==> src/rtl/ads_frame_packer.sv <==
// ads_frame_packer: turns one 32-channel ADS1278 sample frame into a framed byte stream (header, counter, trigger, data).
// The trailing checksum byte is only present when ADS_FRAME_PACKER_CHECKSUM_EN is defined.
module ads_frame_packer #(
  parameter int         NUM_CH = 32,
  parameter logic [7:0] HDR0   = 8'hAA,
  parameter logic [7:0] HDR1   = 8'h55
) (
  input  logic                 sys_clk,
  input  logic                 sys_rst_n,
  input  logic                 i_enable,
  input  logic                 i_clear,
  input  logic                 i_frame_valid,
  input  logic [NUM_CH*24-1:0] i_frame_data,
  input  logic [7:0]           i_tri_data,
  output logic [7:0]           o_byte,
  output logic                 o_byte_valid,
  input  logic                 i_byte_ready,
  output logic                 o_busy,
  output logic [7:0]           o_drop_cnt
);

  localparam int         NBYTES   = NUM_CH * 3;
  localparam logic [6:0] LAST_IDX = 7'(NBYTES - 1);

  typedef enum logic [2:0] {
    ST_IDLE, ST_HDR0, ST_HDR1, ST_CNT_H, ST_CNT_L, ST_TRIG, ST_DATA
`ifdef ADS_FRAME_PACKER_CHECKSUM_EN
    , ST_CSUM
`endif
  } state_t;

  typedef struct packed {
    logic [NUM_CH*24-1:0] data;
    logic [7:0]           trig;
    logic [15:0]          cnt;
  } frame_t;

`ifdef ADS_FRAME_PACKER_CHECKSUM_EN
  function automatic logic [7:0] csum_add(input logic [7:0] acc, input logic [7:0] b);
    return acc + b;
  endfunction
`endif

  state_t      state_r, state_nxt_s;
  logic [6:0]  idx_r, idx_nxt_s;
  frame_t      act_r, act_nxt_s, shd_r, shd_nxt_s, new_frame_s;
  logic        shd_full_r, shd_full_nxt_s;
  logic [15:0] frame_cnt_r, frame_cnt_nxt_s, stamp_s;
  logic [7:0]  drop_cnt_r, drop_cnt_nxt_s;
  logic        drop_inc_s;
  logic [7:0]  byte_r, byte_nxt_s, byte_sel_s;
  logic        valid_r, busy_r;
  logic        accept_s, xfer_s, restart_s, pkt_end_s;
  logic [7:0]  data_bytes_s [NBYTES];
`ifdef ADS_FRAME_PACKER_CHECKSUM_EN
  logic [7:0]  csum_r, csum_nxt_s;
`endif

  assign accept_s    = i_enable & i_frame_valid;
  assign xfer_s      = valid_r & i_byte_ready;
  assign restart_s   = shd_full_r | accept_s;
  // A clear coinciding with an accepted frame stamps that frame with 0
  assign stamp_s     = i_clear ? 16'h0000 : frame_cnt_r;
  assign new_frame_s = '{data: i_frame_data, trig: i_tri_data, cnt: stamp_s};

  // Channel k occupies bits [24k+23:24k]; bytes go out MSB first, channel 0 first
  for (genvar ch = 0; ch < NUM_CH; ch++) begin : g_bytes
    assign data_bytes_s[3*ch]   = act_nxt_s.data[24*ch+16 +: 8];
    assign data_bytes_s[3*ch+1] = act_nxt_s.data[24*ch+8  +: 8];
    assign data_bytes_s[3*ch+2] = act_nxt_s.data[24*ch    +: 8];
  end

  // Packet sequencing: advances only on a byte transfer
  always_comb begin
    state_nxt_s = state_r;
    idx_nxt_s   = idx_r;
    pkt_end_s   = 1'b0;
    case (state_r)
      ST_IDLE: begin
        if (accept_s) state_nxt_s = ST_HDR0;
        else          state_nxt_s = ST_IDLE;
      end
      ST_HDR0: begin
        if (xfer_s) state_nxt_s = ST_HDR1;
        else        state_nxt_s = ST_HDR0;
      end
      ST_HDR1: begin
        if (xfer_s) state_nxt_s = ST_CNT_H;
        else        state_nxt_s = ST_HDR1;
      end
      ST_CNT_H: begin
        if (xfer_s) state_nxt_s = ST_CNT_L;
        else        state_nxt_s = ST_CNT_H;
      end
      ST_CNT_L: begin
        if (xfer_s) state_nxt_s = ST_TRIG;
        else        state_nxt_s = ST_CNT_L;
      end
      ST_TRIG: begin
        if (xfer_s) state_nxt_s = ST_DATA;
        else        state_nxt_s = ST_TRIG;
      end
      ST_DATA: begin
        if (xfer_s && (idx_r == LAST_IDX)) begin
          idx_nxt_s   = 7'd0;
`ifdef ADS_FRAME_PACKER_CHECKSUM_EN
          state_nxt_s = ST_CSUM;
`else
          pkt_end_s   = 1'b1;
          state_nxt_s = restart_s ? ST_HDR0 : ST_IDLE;
`endif
        end else if (xfer_s) begin
          idx_nxt_s = idx_r + 7'd1;
        end else begin
          idx_nxt_s = idx_r;
        end
      end
`ifdef ADS_FRAME_PACKER_CHECKSUM_EN
      ST_CSUM: begin
        if (xfer_s) begin
          pkt_end_s   = 1'b1;
          state_nxt_s = restart_s ? ST_HDR0 : ST_IDLE;
        end else begin
          state_nxt_s = ST_CSUM;
        end
      end
`endif
      default: begin
        state_nxt_s = ST_IDLE;
        idx_nxt_s   = 7'd0;
      end
    endcase
  end

  // Active/shadow frame storage and drop detection
  always_comb begin
    act_nxt_s      = act_r;
    shd_nxt_s      = shd_r;
    shd_full_nxt_s = shd_full_r;
    drop_inc_s     = 1'b0;
    if (state_r == ST_IDLE) begin
      if (accept_s) act_nxt_s = new_frame_s;
      else          act_nxt_s = act_r;
    end else if (pkt_end_s) begin
      if (shd_full_r) begin
        act_nxt_s = shd_r;
        if (accept_s) shd_nxt_s      = new_frame_s;
        else          shd_full_nxt_s = 1'b0;
      end else if (accept_s) begin
        act_nxt_s = new_frame_s;
      end else begin
        act_nxt_s = act_r;
      end
    end else if (accept_s) begin
      if (shd_full_r) begin
        drop_inc_s = 1'b1;
      end else begin
        shd_nxt_s      = new_frame_s;
        shd_full_nxt_s = 1'b1;
      end
    end else begin
      drop_inc_s = 1'b0;
    end
  end

  // Frame counter (dropped frames also consume a number) and saturating drop counter
  always_comb begin
    if (accept_s)     frame_cnt_nxt_s = stamp_s + 16'd1;
    else if (i_clear) frame_cnt_nxt_s = 16'd0;
    else              frame_cnt_nxt_s = frame_cnt_r;
    if (i_clear)                                      drop_cnt_nxt_s = 8'd0;
    else if (drop_inc_s && (drop_cnt_r != 8'hFF))     drop_cnt_nxt_s = drop_cnt_r + 8'd1;
    else                                              drop_cnt_nxt_s = drop_cnt_r;
  end

`ifdef ADS_FRAME_PACKER_CHECKSUM_EN
  // Running checksum over counter, trigger and data bytes; header bytes restart it
  always_comb begin
    case (state_r)
      ST_HDR0, ST_HDR1:                     csum_nxt_s = 8'h00;
      ST_CNT_H, ST_CNT_L, ST_TRIG, ST_DATA: csum_nxt_s = xfer_s ? csum_add(csum_r, byte_r) : csum_r;
      default:                              csum_nxt_s = csum_r;
    endcase
  end
`endif

  // Byte for the upcoming state; held steady until the current byte is taken
  always_comb begin
    case (state_nxt_s)
      ST_HDR0:  byte_sel_s = HDR0;
      ST_HDR1:  byte_sel_s = HDR1;
      ST_CNT_H: byte_sel_s = act_nxt_s.cnt[15:8];
      ST_CNT_L: byte_sel_s = act_nxt_s.cnt[7:0];
      ST_TRIG:  byte_sel_s = act_nxt_s.trig;
      ST_DATA:  byte_sel_s = data_bytes_s[idx_nxt_s];
`ifdef ADS_FRAME_PACKER_CHECKSUM_EN
      ST_CSUM:  byte_sel_s = csum_nxt_s;
`endif
      default:  byte_sel_s = 8'h00;
    endcase
    if ((state_r == ST_IDLE) || xfer_s) byte_nxt_s = byte_sel_s;
    else                                byte_nxt_s = byte_r;
  end

  // State, storage and registered outputs
  always_ff @(posedge sys_clk or negedge sys_rst_n) begin
    if (!sys_rst_n) begin
      state_r     <= ST_IDLE;
      idx_r       <= 7'd0;
      act_r       <= '0;
      shd_r       <= '0;
      shd_full_r  <= 1'b0;
      frame_cnt_r <= 16'd0;
      drop_cnt_r  <= 8'd0;
      byte_r      <= 8'd0;
      valid_r     <= 1'b0;
      busy_r      <= 1'b0;
`ifdef ADS_FRAME_PACKER_CHECKSUM_EN
      csum_r      <= 8'd0;
`endif
    end else begin
      state_r     <= state_nxt_s;
      idx_r       <= idx_nxt_s;
      act_r       <= act_nxt_s;
      shd_r       <= shd_nxt_s;
      shd_full_r  <= shd_full_nxt_s;
      frame_cnt_r <= frame_cnt_nxt_s;
      drop_cnt_r  <= drop_cnt_nxt_s;
      byte_r      <= byte_nxt_s;
      valid_r     <= (state_nxt_s != ST_IDLE);
      busy_r      <= (state_nxt_s != ST_IDLE) | shd_full_nxt_s;
`ifdef ADS_FRAME_PACKER_CHECKSUM_EN
      csum_r      <= csum_nxt_s;
`endif
    end
  end

  assign o_byte       = byte_r;
  assign o_byte_valid = valid_r;
  assign o_busy       = busy_r;
  assign o_drop_cnt   = drop_cnt_r;

endmodule
==> config.mk <==
export PLATFORM = sky130hd
export DESIGN_NAME = ads_frame_packer
export DESIGN_NICKNAME = d
export VERILOG_FILES = /design/src/rtl/ads_frame_packer.sv
export SDC_FILE = /design/constraint.sdc
export NUM_CORES = 2
export LEC_CHECK = 0
export BUFFER_PORTS_ARGS = -buffer_cell sky130_fd_sc_hd__buf_2
export CORE_ASPECT_RATIO = 1.2
export CORE_UTILIZATION = 55
export CTS_CLUSTER_SIZE = 25
export DETAILED_ROUTE_END_ITERATION = 12
export PLACE_DENSITY = 0.75
export REMOVE_ABC_BUFFERS = 1
export SETUP_SLACK_MARGIN = 0.02
export SYNTH_ARGS = -nofsm -noshare
export SYNTH_HDL_FRONTEND = slang
export SYNTH_SLANG_ARGS = --single-unit
==> constraint.sdc <==
create_clock -name sys_clk -period 3.81 [get_ports sys_clk]
set_input_delay 1.143 -clock sys_clk [delete_from_list [all_inputs] [get_ports sys_clk]]
set_output_delay 1.143 -clock sys_clk [all_outputs]
set_load 0.02 [all_outputs]
==> summary.txt <==
Clock tree
  – TritonCTS Sinks: 1629
  – H-Tree Depth: 4
  – Clock latency at the later pin of the worst-skew pair: 840 ps
  – Worst-path clk slew: 60 ps
  – CTS tree: built
  – Hold Buf Count CTS: 0
  – Deepest clock path buffer count: 3
  – CTS root buffer: clkbuf_16
  – CTS Buf Count: 165

Outcome
  – Failing checks: setup timing
  – Status: finished with violations

Power and ir drop
  – Total power: 0.06887 W
  – Pleak: 44.97 nW
  – Max VDD drop: 0.4629 mV
  – Pwr/cell area: 748.5 nW/µm²

Die
  – Core area: 132300 µm²
  – Die Height: 402.3 µm
  – I/O Pins: 800
  – Die X: 335.6 µm
  – Die area: 135000 µm²
  – # rows: 146
  – Starting density of the core: 0.5554

STA
  – Fmax: 0.2559 GHz
  – Final hold violation count: 0
  – Fin crit share: 1.026
  – Hold slack: 214.6 ps
  – Final setup violation count: 1
  – Period minus WS final: 3907 ps
  – Least-Margin Pin Slew: 829.4 ps
  – Slew headroom: 0.4420
  – Max Clock Skew: 33.76 ps
  – Final WS setup: -97.43 ps
  – Slew Limit Fails: 0
  – TNS Setup: -97.43 ps
  – RSZ-0062 raised after global routing: yes

Synthesis
  – Post-Syn Instances: 6772
  – Synth area leader: dfrtp_1
  – Ranking of synthesized cells by area: dfrtp_1, mux2_2, nand2_1
  – Avg Cell Area, Syn: 10.85 µm²
  – Synth warn: 0
  – Main synth FF type: dfrtp_1
  – Synth top area share: 0.5550
  – Ys async rst share: 1.000
  – Synth Register Bits: 1629
  – EDFF count, synth: 0
  – Register area share after synthesis: 0.5550
  – Mapped Area: 73450 µm²
  – Netlist cell types: 89

Detailed routing
  – Via count: 64.62k
  – Detailed Routing Iterations Pass 1: 13
  – Drc violations: 0
  – Violation count after the first detailed-route iteration: 7454
  – Post-route ant nets: 0
  – WL/cell: 27.88 µm
  – Routed WL: 280600 µm
  – Drt via density: 6.419

Job
  – Max cap viols: 0

Placement
  – Hpwl dp: 206000 µm
  – IO Port Bufs: 799
  – Dpl ws: -943.3 ps
  – Final Wtd Congestion: 0.9874

Critical path
  – Crit. End Element: register
  – CP required: 4530 ps
  – Crit Path Category: reg -> reg
  – Crit-path max FO: 16
  – Critical path arrival: 4630 ps
  – Startpoint Class: register

Layout
  – Area Growth Syn to Fin: 25.26%
  – Layout cells sized above 1: 0.3436
  – Fillers: 9658
  – Finished Core Util: 0.6957
  – Commonest cells after routing, fill and taps aside: dfrtp_1, nand2_1, buf_2
  – Commonest non-fill, non-tap cell in the layout: dfrtp_1
  – Fin nets: 8864

Global routing
  – Number of global-route vias before repair: 64.71k
  – GRT Util Overall: 0.4128
  – Grt ovf: 0
  – Initial antenna violation count: 135
  – Largest net degree at the start of global routing: 138
  – First-pass GRT wire length: 412500 µm

Hold path
  – Hold Crit Class: in -> async
[flip-flops by register name (all words and copies together) (netlist names)]
register	count
frame_cnt_r	16
o_byte	8
o_busy	1
o_drop_cnt	8
o_byte_valid	1
state_r	3
act_r	792
shd_full_r	1
idx_r	7
shd_r	792
[worst max-delay path: stages, from the launching register on]
cell and delay (ps):
dfrtp_1 430, buf_4 180, and3b_2 250, buf_4 180, nand4_4 130, nand2_8 140
buf_12 180, buf_4 210, buf_12 170, a22oi_1 350, nand2_1 180, nor2_1 170
nor3_2 100, o31ai_1 600, buf_4 220, o311ai_1 130, o211a_1 140
[through the flow]
step	area, µm²	cells
CTS	91660	9976
finish	92010	10066
global placement	85810	9676
global route	91960	10046
detailed placement	85810	9676
floorplan	71100	6254
[where the power goes]
part	internal, W	leakage (nW)	switching [W]	total (W)
clock network	0.00988	2.81	0.00726	0.0171
registers	0.0231	21.0	0.00261	0.0257
logic	0.0107	21.1	0.0153	0.0260
total	0.0437	45.0	0.0252	0.0689
[worst paths after layout]
kind / startpoint / to / slack (ps) / cells after the start
worst max-delay path: state_r[1] / o_byte[2] / -100 / 16
worst min-delay path: sys_rst_n / act_r[785] / 210 / 1
worst max register to register: state_r[1] / o_byte[2] / -100 / 16
worst min register to register: act_r[680] / act_r[680] / 460 / 2
max in group asynchronous: sys_rst_n / shd_r[284] / 2360 / 2
min in group sys_clk: act_r[680] / act_r[680] / 460 / 2
[Yosys cell counts, types with 12 or more instances]
cell / number
nand2b_1: 29
mux2_2: 784
inv_1: 59
a221o_1: 104
o221ai_1: 12
a22oi_1: 528
a21oi_1: 149
o2111ai_1: 17
nor2_1: 256
a222oi_1: 50
a211oi_1: 34
a221oi_1: 36
mux2i_1: 62
o21ai_0: 206
o22ai_1: 123
o211ai_1: 48
nand3_1: 215
nor4_1: 21
buf_2: 276
a21boi_0: 73
dfrtp_1: 1629
buf_1: 72
and3_1: 20
nand4_1: 40
clkbuf_1: 158
a22o_1: 25
nor3_1: 53
nand2_1: 1377
a32oi_1: 31
a31oi_1: 47
[cell type report]
class	count	area, µm²	share of cell area
Tap cell	1776	2222	0.02415
Multi-Input combinational cell	4561	30550	0.3321
Sequential cell	1629	40770	0.4431
Inverter	64	250.2	0.002720
Antenna cell	82	205.2	0.002230
Clock buffer	235	4856	0.05278
Clock inverter	61	834.6	0.009071
Timing Repair Buffer	1658	12310	0.1338
[logic make-up after synthesis]
| kind of cell | Yosys count | synth area share |
|---|---|---|
| compound gates | 1614 | 0.1600 |
| simple gates | 2079 | 0.1182 |
| fa+ha+maj | 3 | 0.0005111 |
| buf+inv | 582 | 0.03531 |
| flops | 1629 | 0.5550 |
| xor+xnor | 19 | 0.002266 |
| mux | 846 | 0.1286 |
[routing by layer]
metal  track usage  vias to the layer above  wire, µm
met2        0.6195                     3686    126700
met5             0                        -       680
met4        0.2880                      104     22090
met1        0.5197                    32426    101900
li1              -                    27391         -
met3        0.1112                     1010     29180
[repair_timing]
item                       CTS  global route
pin swaps                    4            11
buffers inserted             4             9
gates resized for setup     25            20
setup endpoints to repair    8             8
gates cloned                 0             0
(Power assumes the default switching activity.)
